`src/rtl/alu_issue_ctrl.sv`:
```
// alu_issue_ctrl: execute/write-back sequencer in front of an 8x8 register file.
// Accepts one instruction at a time over valid/ready, reads operands through
// RX/RY -> busX/busY, computes the result (single cycle, or 8-cycle
// shift-add for MUL) and writes it back through WEN/RW/busW.
//
// Ports
//   Clk          rising-edge clock
//   Rst          synchronous, active-high reset
//   instr_valid  instruction present on instr
//   instr_ready  high only in IDLE
//   instr        {op[11:9], rd[8:6], rs[5:3], rt[2:0]}
//   RX, RY       read addresses, taken from the latched rs/rt
//   busX, busY   combinational read data from the register file
//   WEN, RW, busW register file write port (WEN high only in WB)
//   done         one-cycle pulse in the write-back cycle
//   zero         registered: last written result was zero
module alu_issue_ctrl #(
  parameter int DATA_W = 8,
  parameter int ADDR_W = 3
) (
  input  logic                  Clk,
  input  logic                  Rst,
  input  logic                  instr_valid,
  output logic                  instr_ready,
  input  logic [3+3*ADDR_W-1:0] instr,
  output logic [ADDR_W-1:0]     RX,
  output logic [ADDR_W-1:0]     RY,
  input  logic [DATA_W-1:0]     busX,
  input  logic [DATA_W-1:0]     busY,
  output logic                  WEN,
  output logic [ADDR_W-1:0]     RW,
  output logic [DATA_W-1:0]     busW,
  output logic                  done,
  output logic                  zero
);

  localparam int INSTR_W = 3 + 3*ADDR_W;
  localparam int CNT_W   = $clog2(DATA_W);

  typedef enum logic [1:0] {
    S_IDLE = 2'd0,
    S_EXEC = 2'd1,
    S_MUL  = 2'd2,
    S_WB   = 2'd3
  } state_t;

  localparam logic [2:0] OP_ADD = 3'b000;
  localparam logic [2:0] OP_SUB = 3'b001;
  localparam logic [2:0] OP_AND = 3'b010;
  localparam logic [2:0] OP_OR  = 3'b011;
  localparam logic [2:0] OP_XOR = 3'b100;
  localparam logic [2:0] OP_SLT = 3'b101;
  localparam logic [2:0] OP_SHL = 3'b110;
  localparam logic [2:0] OP_MUL = 3'b111;

  state_t               state_q, state_d;
  logic [INSTR_W-1:0]   instr_q, instr_d;
  logic [DATA_W-1:0]    result_q, result_d;
  logic [ADDR_W-1:0]    rw_q, rw_d;
  logic                 zero_q, zero_d;
  logic [DATA_W-1:0]    mcand_q, mcand_d;
  logic [DATA_W-1:0]    mplier_q, mplier_d;
  logic [DATA_W-1:0]    acc_q, acc_d;
  logic [CNT_W-1:0]     cnt_q, cnt_d;

  logic [2:0]           op;
  logic [ADDR_W-1:0]    rd;

  // Single-cycle ALU; operands are unsigned, all results wrap mod 2^DATA_W.
  function automatic logic [DATA_W-1:0] alu_f(input logic [2:0]        f_op,
                                               input logic [DATA_W-1:0] x,
                                               input logic [DATA_W-1:0] y);
    logic [DATA_W-1:0] r;
    r = '0;
    case (f_op)
      OP_ADD:  r = x + y;
      OP_SUB:  r = x - y;
      OP_AND:  r = x & y;
      OP_OR:   r = x | y;
      OP_XOR:  r = x ^ y;
      OP_SLT:  r = {{(DATA_W-1){1'b0}}, (x < y)};
      OP_SHL:  r = x << y[2:0];
      default: r = '0;
    endcase
    return r;
  endfunction

  assign op = instr_q[INSTR_W-1 -: 3];
  assign rd = instr_q[3*ADDR_W-1 -: ADDR_W];

  assign instr_ready = (state_q == S_IDLE);
  assign RX          = instr_q[2*ADDR_W-1 -: ADDR_W];
  assign RY          = instr_q[ADDR_W-1:0];
  // Reset during WB suppresses the write at that very edge.
  assign WEN         = (state_q == S_WB) && !Rst;
  assign done        = (state_q == S_WB) && !Rst;
  assign RW          = rw_q;
  assign busW        = result_q;
  assign zero        = zero_q;

  always_comb begin
    state_d  = state_q;
    instr_d  = instr_q;
    result_d = result_q;
    rw_d     = rw_q;
    zero_d   = zero_q;
    mcand_d  = mcand_q;
    mplier_d = mplier_q;
    acc_d    = acc_q;
    cnt_d    = cnt_q;
    case (state_q)
      // IDLE: capture the whole instruction at the accept edge
      S_IDLE: begin
        if (instr_valid) begin
          instr_d = instr;
          state_d = S_EXEC;
        end
      end
      // EXEC: operands valid on busX/busY from the latched rs/rt
      S_EXEC: begin
        if (op == OP_MUL) begin
          mcand_d  = busX;
          mplier_d = busY;
          acc_d    = '0;
          cnt_d    = '0;
          state_d  = S_MUL;
        end else begin
          result_d = alu_f(op, busX, busY);
          rw_d     = rd;
          state_d  = S_WB;
        end
      end
      // MUL: one shift-add step per cycle, DATA_W steps total
      S_MUL: begin
        if (mplier_q[0]) acc_d = acc_q + mcand_q;
        mcand_d  = mcand_q << 1;
        mplier_d = mplier_q >> 1;
        cnt_d    = cnt_q + 1'b1;
        if (cnt_q == CNT_W'(DATA_W - 1)) begin
          result_d = acc_d;
          rw_d     = rd;
          state_d  = S_WB;
        end
      end
      // WB: write port is live for this cycle only
      S_WB: begin
        zero_d  = (result_q == '0);
        state_d = S_IDLE;
      end
      default: state_d = S_IDLE;
    endcase
  end

  always_ff @(posedge Clk) begin
    if (Rst) begin
      state_q  <= S_IDLE;
      instr_q  <= '0;
      result_q <= '0;
      rw_q     <= '0;
      zero_q   <= 1'b0;
    end else begin
      state_q  <= state_d;
      instr_q  <= instr_d;
      result_q <= result_d;
      rw_q     <= rw_d;
      zero_q   <= zero_d;
    end
  end

  // Multiplier working registers are always reloaded in EXEC before use.
  always_ff @(posedge Clk) begin
    mcand_q  <= mcand_d;
    mplier_q <= mplier_d;
    acc_q    <= acc_d;
    cnt_q    <= cnt_d;
  end

endmodule

```
`config.mk`:
```
export PLATFORM = sky130hd
export DESIGN_NAME = alu_issue_ctrl
export DESIGN_NICKNAME = d
export VERILOG_FILES = /design/src/rtl/alu_issue_ctrl.sv
export SDC_FILE = /design/constraint.sdc
export NUM_CORES = 1
export LEC_CHECK = 0
export CORE_MARGIN = 10
export CORE_UTILIZATION = 55
export CTS_BUF_LIST = sky130_fd_sc_hd__clkbuf_16
export DETAILED_ROUTE_END_ITERATION = 8
export PLACE_DENSITY = 0.84
export SYNTH_ARGS = -nofsm -noshare
export SYNTH_HDL_FRONTEND = slang
export SYNTH_SLANG_ARGS = --single-unit
```
`constraint.sdc`:
```
create_clock -name Clk -period 3.57 [get_ports Clk]
set_input_delay 0.714 -clock Clk [delete_from_list [all_inputs] [get_ports Clk]]
set_output_delay 0.714 -clock Clk [all_outputs]
set_load 0.01 [all_outputs]
```
# ---- Yosys cells after proc, flatten, opt, wreduce, memory -nomap -nowiden
# Index checks and enable logic that the tools add are counted.
dict set report op_classes {
  addsub 4
  n_lt_le_gt_ge 1
  eq_ne 15
  shift 1
  n_mux 20
  bitwise 3
  reduce_logical 10
}
# op count
set ops {}
lappend ops {{$pmux W8 S2} 4}
lappend ops {{$pmux W8 S7} 1}
lappend ops {{$mux W8} 6}
lappend ops {{$add A8 B8 Y8} 2}
lappend ops {{$eq A3 B3 Y1 const B} 5}
lappend ops {{$pmux W3 S2} 2}
lappend ops {{$mux W3} 3}
lappend ops {{$and A8 B8 Y8} 1}
lappend ops {{$logic_not A8 Y1} 1}
lappend ops {{$lt A8 B8 Y1} 1}
lappend ops {{$ne A2 B2 Y1 const B} 4}
lappend ops {{$or A8 B8 Y8} 1}
lappend ops {{$pmux W2 S4} 1}
lappend ops {{$shl A8 B3 Y8} 1}
lappend ops {{$sub A8 B8 Y8} 1}
lappend ops {{$xor A8 B8 Y8} 1}
lappend ops {{$eq A3 B2 Y1 const B} 2}
lappend ops {{$reduce_and A2 Y1} 3}
lappend ops {{$eq A2 B2 Y1 const B} 2}
lappend ops {{$mux W2} 2}
lappend ops {{$add A3 B1 Y3 const B} 1}
lappend ops {{$eq A3 B1 Y1 const B} 1}
lappend ops {{$logic_not A3 Y1} 1}
lappend ops {{$reduce_and A3 Y1} 1}
lappend ops {{other kinds (6)} 6}
dict set report word_totals {
  reg_bits 53
  input_bits 31
  out_inout_bits 21
  elab_cells 63
}

# ---- Logic depth before layout (Yosys ltp)
# Gate-level depths: netlist (run 1).
dict set report logic_depth {
  depth_word 4
  mapped_depth 10
  mapped_depth_nobuf 10
}

# ---- Worst setup path after synthesis (run 1)
# OpenSTA, ideal clock, no wires.
dict set report synth_timing {
  path_kind {flip-flop to flip-flop}
  from {register state_q[0]}
  to {register acc_q[0], enable pin}
  setup_time_ns 0.449
  arrival_ns 2.785
  t_required_ns 3.121
  setup_slack_ns 0.336
  stages_incl_launch_ff 5
  path_buffers 0
  period_less_slack_ns 3.234
  cell_sequence {dfxtp_1 inv_1 ha_1 clkinv_1 o21ai_0}
}
dict set report synth_via {
  elab_chain_cells 3
  elab_cells_between_ends 5
  cone_classes {eq/ne (3); reduce/logical (2)}
}
# item line
set synth_rtl {}
lappend synth_rtl {{from (decl)} 56} ;# state_t state_q, state_d;
lappend synth_rtl {{from (signal assigned)} 162} ;# state_q <= state_d;
lappend synth_rtl {{$eq A2 B1 Y1 / $eq A2 B2 Y1 (equally long branches)} 111} ;# case (state_q)
lappend synth_rtl {{$ne A2 B2 Y1 (no source line) / $reduce_bool A2 Y1 (equally long branches)} n/a}
lappend synth_rtl {{$reduce_and A2 Y1 (no source line) (*)} n/a}
lappend synth_rtl {{to (signal assigned)} 174} ;# acc_q <= acc_d;
lappend synth_rtl {{to (decl)} 63} ;# logic [DATA_W-1:0] acc_q, acc_d;
# Every way passes the cells marked *; elsewhere a longest branch is shown, timed or not.
# A chain may end at the register's enable or synchronous reset.

# ---- Worst setup path after layout (run 1)
dict set report layout_timing {
  from {input port busX[0]}
  to {register result_q[6], in the netlist busW[6]}
}
dict set report layout_via {
  elab_chain_cells 4
  elab_cells_between_ends 6
  cone_classes {add/sub (2); shift (1); mux (3)}
}
# item line
set layout_rtl {}
lappend layout_rtl {{from (decl)} 28} ;# input logic [DATA_W-1:0] busX,
lappend layout_rtl {{$sub A8 B8 Y8, or another cell as far along} 77} ;# OP_SUB: r = x - y;
lappend layout_rtl {{$pmux W8 S7 (*)} 75} ;# case (f_op)
lappend layout_rtl {{$mux W8 (*)} 121} ;# if (op == OP_MUL) begin
lappend layout_rtl {{$pmux W8 S2 (*)} 111}
lappend layout_rtl {{to (signal assigned)} 164} ;# result_q <= result_d;
lappend layout_rtl {{to (decl)} 58} ;# logic [DATA_W-1:0] result_q, result_d;
# Every way passes the cells marked *; elsewhere a longest branch is shown, timed or not. The select of a mux whose other input is x is not followed.

==> results of run 1 <==
## through the flow
stage | cell area, µm² | setup WS, ns | power [mW] | std cells | hold slack, ns
global route | 4740 | 0.357 | 2.84 | 600 | 0.474
CTS | 4740 | 0.577 | 2.67 | 600 | 0.457
floorplan | 3990 | 0.336 | 1.73 | 456 | 0.432
global placement | 4570 | 0.367 | 2.10 | 592 | 0.438
finish | 4740 | 0.562 | 2.67 | 600 | 0.455
detailed placement | 4570 | 0.283 | 2.14 | 592 | 0.448
## cell usage in the layout (no fill, tap or decap), types with 4 or more instances in the layout
master / n
a211oi_1: 8
a21o_1: 5
a21oi_1: 39
a22oi_1: 9
a31oi_1: 4
and2_1: 6
buf_4: 15
clkbuf_16: 6
clkdlybuf4s50_1: 51
dfxtp_1: 26
edfxtp_1: 27
ha_1: 39
inv_1: 33
mux2i_1: 8
mux4_2: 5
nand2_1: 62
nand2b_1: 6
nand3_1: 5
nor2_1: 30
nor2b_1: 9
nor3_1: 7
nor3b_1: 4
o21ai_0: 24
o21ai_1: 5
o22ai_1: 4
xnor2_1: 6
## worst paths after layout
kind              start          to  slack, ns  cells after the start
max reg2reg  state_q[0]    acc_q[0]       1.05                      6
min          instr_q[0]  instr_q[0]       0.45                      2
max             busX[0]     busW[6]       0.56                      9
min reg2reg  instr_q[0]  instr_q[0]       0.45                      2
## layer usage
metal,routed length (µm),share of wire,up-vias,global-route usage
li1,-,-,1709,-
met1,4500,0.43,1683,0.246
met2,5230,0.50,145,0.312
met3,597,0.057,19,0.0209
met4,228,0.022,0,0.0637
met5,0,0,-,0
## flip-flops by register name (all words and copies together), names as in the netlist
signal,cells
busW,8
instr_q,12
mcand_q,8
cnt_q,3
zero,1
acc_q,8
state_q,2
mplier_q,8
RW,3
## power breakdown
group,switching (mW),internal (mW),total [mW]
Clock,0.218,0.304,0.522
Combinational,0.706,0.518,1.22
Sequential,0.110,0.816,0.926
Total,1.03,1.64,2.67
## cell families (layout without fill, tap and decap cells)
logic type | count (synthesis) | count (layout)
compound gates | 131 | 131
simple gates | 145 | 145
xor+xnor | 6 | 6
mux | 13 | 13
flops | 53 | 53
buf+inv | 66 | 111
fa+ha+maj | 42 | 42
## layout make-up
cell class,instances,share of cell area
sequential,53,0.281
timing repair buffer,66,0.132
multi-input combinational,337,0.497
clock buffer,6,0.0317
inverter,37,0.0298
clock inverter,2,0.00290
tap,99,0.0261
## worst min-delay path, cell delays in order (launching register included)
cell	delay (ns)
dfxtp_1	0.31
nand2_1	0.05
a21oi_1	0.05
==> results.py, run 1 <==
metrics = {
    "status": {
        "status": "finished clean",
    },
    "yosys": {
        "synth_area_per_cell_um2": 8.76,
        "synth_top_cell_by_area": "edfxtp_1",
        "ys_types": 65,
        "synthSimpleGateAreaFrac": 0.170,
        "synthCells": 456,
        "syn-num-nets": 529,
        "synthAdderAreaFrac": 0.137,
        "synth.mux.area_fraction": 0.0483,
        "ys.flop_type": "edfxtp_1",
        "seq_area_frac_synth": 0.333,
        "synth.area.top_cells": "edfxtp_1 20%, dfxtp_1 13%, ha_1 12%, nand2_1 5.8%, a21oi_1 4.9%",
        "yosys_warnings": 0,
        "synth_edf_count": 27,
        "synth_common_cells": "62 x nand2_1, 39 x a21oi_1, 39 x ha_1",
        "synth.most_common_cell": "nand2_1",
        "synth_seq_cells": 53,
        "synth_xor_area_frac": 0.0132,
        "yosysTopAreaCellShare": 0.203,
        "synthArstFlopShare": 0,
        "syn-cell-area_mm2": 0.00399,
        "synth_top_family_by_area": "compound AO/OA/AOI/OAI gates",
        "synth_compound_area_frac": 0.220,
    },
    "worst_setup_path": {
        "path_buf_inv": 1,
        "critPathKind": "input port to flip-flop",
        "cp-end-kind": "flip-flop",
        "slowest_stage": "clkdlybuf4s50_1",
        "crit_family": "compound AO/OA/AOI/OAI gates",
        "arrival_ns": 3.18,
        "crit_fanout": 5,
        "slowest_delay_ns": 0.51,
        "startpoint_type": "input port",
        "path_cells": "clkdlybuf4s50_1, ha_1, fa_1, a21o_1, a21oi_1, o41ai_1, o41ai_2, a31oi_1, o31a_1",
        "crit_required_ns": 3.75,
    },
    "cts": {
        "cts_resized": 0,
        "cts_hold_buf": 0,
        "cts_tree": "yes",
        "cts.sinks": 53,
        "cts_buffers": 5,
        "cts_max_path_buffers": 2,
        "path_clk_slew_ns": 0.07,
        "cts_setup_buffers": 0,
        "htree_levels": 2,
        "cts_root_buf": "clkbuf_16",
        "clk_latency_ns": 0.29,
    },
    "die": {
        "rows": 31,
        "fp.dieH_um": 105,
        "io_pins": 52,
        "floorplan.die_area_mm2": 0.0111,
        "core-area_mm2": 0.00714,
        "die_w_um": 105,
        "start_util": 0.559,
    },
    "power_and_ir_drop": {
        "power.density_mw_per_mm2": 564,
        "total_leakage_power_nw": 1.87,
        "ir_worst_vdd_uv": 277,
    },
    "global_route": {
        "grt_start_max_net_pins": 42,
        "track_usage": 0.188,
        "overflow": 0,
        "antenna_found_initial": 0,
        "grt_pass1_vias": 3491,
        "grt_pass1_wl_um": 17500,
    },
    "drt": {
        "num_vias": 3556,
        "wl_per_cell_um": 17.6,
        "drc": 0,
        "first_pass_iters": 5,
        "drt_iter0_drc": 330,
        "wirelength_um": 10600,
        "detail-route-antenna-nets": 0,
        "viasPerCell": 5.93,
    },
    "layout": {
        "post-route-util": 0.664,
        "seq_area_mm2": 0.00133,
        "finish.net_count": 573,
        "layout-drive-gt1-share": 0.0898,
        "n_fill_cell": 597,
        "antenna_cells": 0,
        "synthToLayoutAreaGrowth_pct": 18.7,
        "multi_input_area_mm2": 0.00235,
    },
    "sta": {
        "finalSetupViolations": 0,
        "finClkSkew_ns": 0.00782,
        "post-route-period-util": 0.843,
        "fmax_ghz": 0.332,
        "rsz0062_at_grt": "no",
        "min_period_ns": 3.01,
        "slew_headroom": 0.586,
        "finalHoldViolCount": 0,
        "fin_tns_setup_ns": 0,
        "tightest_slew_ns": 0.616,
        "drv_slew": 0,
    },
    "min_path": {
        "hold_class": "flip-flop to flip-flop",
    },
    "place": {
        "portBuffers": 51,
        "place_hpwl_um": 8250,
        "gp_congestion": 0.959,
    },
    "run": {
        "maxCapViolations": 0,
    },
}
No activity file was read; power rests on OpenSTA's default activity.
==> inputs of run 2 (changes only) <==
- clock period: 3.57 -> 3.05 ns (I/O delays scaled with it)
==> results.py, run 2 (synthesis gave the netlist of run 1 again) <==
metrics = {
    "power_and_ir_drop": {
        "p_seq_frac": 0.354,
        "power.density_mw_per_mm2": 637,
        "p_int_mw": 1.88,
        "switching_share": 0.388,
        "p_comb_frac": 0.467,
        "clkPwrFrac": 0.180,
        "power.switching_mw": 1.19,
        "total_leakage_power_nw": 1.93,
        "ir_worst_vdd_uv": 319,
    },
    "die": {
        "core-area_mm2": 0.00714,
        "start_util": 0.559,
        "floorplan.die_area_mm2": 0.0111,
        "die_w_um": 105,
        "io_pins": 52,
        "fp.dieH_um": 105,
        "rows": 31,
    },
    "worst_setup_path": {
        "path_buf_inv": 1,
        "startpoint_type": "input port",
        "slowest_delay_ns": 0.48,
        "cp-end-kind": "flip-flop",
        "slowest_stage": "clkdlybuf4s50_1",
        "critPathKind": "input port to flip-flop",
        "crit_required_ns": 3.22,
        "path_cells": "clkdlybuf4s50_1, ha_1, fa_1, a21o_1, a21oi_1, o41ai_1, o41ai_2, a31oi_1, o31a_1",
        "crit_family": "compound AO/OA/AOI/OAI gates",
        "arrival_ns": 2.97,
        "crit_fanout": 4,
    },
    "sta": {
        "finalHoldViolCount": 0,
        "fin_tns_setup_ns": 0,
        "slew_headroom": 0.597,
        "fmax_ghz": 0.357,
        "hold_slack_ns": 0.453,
        "rsz0062_at_grt": "no",
        "tightest_slew_ns": 0.604,
        "min_period_ns": 2.80,
        "finalWorstSetupSlack_ns": 0.252,
        "finalSetupViolations": 0,
        "finClkSkew_ns": 0.00850,
        "post-route-period-util": 0.917,
        "drv_slew": 0,
    },
    "cts": {
        "cts_setup_buffers": 0,
        "htree_levels": 2,
        "cts_resized": 0,
        "cts_buffers": 5,
        "cts_hold_buf": 0,
        "clk_latency_ns": 0.29,
        "cts_tree": "yes",
        "cts.sinks": 53,
        "path_clk_slew_ns": 0.07,
        "cts_max_path_buffers": 2,
        "cts_root_buf": "clkbuf_16",
    },
    "layout": {
        "antenna_cells": 0,
        "n_fill_cell": 606,
        "final_cell_mix": "62 x nand2_1, 51 x clkdlybuf4s50_1, 39 x a21oi_1, 39 x ha_1, 34 x inv_1",
        "final_common_cell": "nand2_1",
        "layout.cells.non_filler": 615,
        "seq_area_mm2": 0.00133,
        "finish.net_count": 588,
        "largest_register": "instr_q",
        "largest_register_ffs": 12,
        "multi_input_area_mm2": 0.00235,
        "layout-drive-gt1-share": 0.114,
        "synthToLayoutAreaGrowth_pct": 21.0,
    },
    "min_path": {
        "hold_class": "flip-flop to flip-flop",
    },
    "place": {
        "dp_cells": 607,
        "gp_congestion": 0.962,
        "place_hpwl_um": 8160,
        "portBuffers": 51,
        "pre_cts_ws_ns": -0.0154,
    },
    "drt": {
        "drt_iter0_drc": 354,
        "detail-route-antenna-nets": 0,
        "num_vias": 3585,
        "viasPerCell": 5.83,
        "drc": 0,
        "wl_per_cell_um": 16.9,
        "first_pass_iters": 5,
        "wirelength_um": 10400,
    },
    "global_route": {
        "grt_pass1_vias": 3478,
        "antenna_found_initial": 0,
        "grt_pass1_wl_um": 17100,
        "overflow": 0,
        "track_usage": 0.185,
        "grt_start_max_net_pins": 28,
    },
    "status": {
        "status": "finished clean",
    },
    "run": {
        "maxCapViolations": 0,
    },
}
==> run 2: cell count changes in the layout (fill, tap and decap cells not counted), sizes merged <==
cell    change
buf        +15
clkbuf      -1
inv         +1
==> run 2: final cells by class <==
class                           count  area share
Tap cell                           99      0.0256
Inverter                           37      0.0293
Multi-Input combinational cell    337       0.488
Clock inverter                      3     0.00363
Timing Repair Buffer               81       0.152
Sequential cell                    53       0.276
Clock buffer                        5      0.0259
==> run 2: worst reg2reg max path: cells and delay by family (launching register included) <==
| kind | cells | cell delay [ns] |
|---|---|---|
| AOI/OAI and AO/OA | 1 | 0.34 |
| buffers and inverters | 3 | 0.85 |
| DFF | 1 | 0.36 |
| adders and majority gates | 1 | 0.46 |
==> run 2: path summary, 6_finish.rpt <==
path         slack (ns)  cells past startpoint  endpoint        from
max                0.25                      9   busW[6]     busY[0]
min                0.45                      2     RW[2]  instr_q[8]
max reg2reg        0.72                      5  acc_q[4]  state_q[0]
min reg2reg        0.45                      2     RW[2]  instr_q[8]
==> run 2: power by group through the flow <==
stage	registers (mW)	logic, mW	clock network, mW
finish	1.09	1.44	0.553
floorplan	1.08	0.942	0
global route	1.11	1.59	0.585
detailed placement	1.10	1.42	0
CTS	1.09	1.43	0.558
global placement	1.09	1.38	0
==> run 2: stage by stage <==
step / util / instance area [µm²] / power, mW
floorplan: - / 3990 / 2.02
global placement: 0.657 / 4690 / 2.47
detailed placement: 0.657 / 4690 / 2.52
CTS: 0.677 / 4830 / 3.08
global route: 0.677 / 4830 / 3.29
finish: 0.677 / 4830 / 3.08
==> run 2: layer usage <==
metal	track usage	part of all wire	vias to the layer above
met5	0	0	-
met4	0.0794	0.029	0
met3	0.0203	0.059	30
met2	0.312	0.49	152
met1	0.234	0.42	1659
li1	-	-	1744
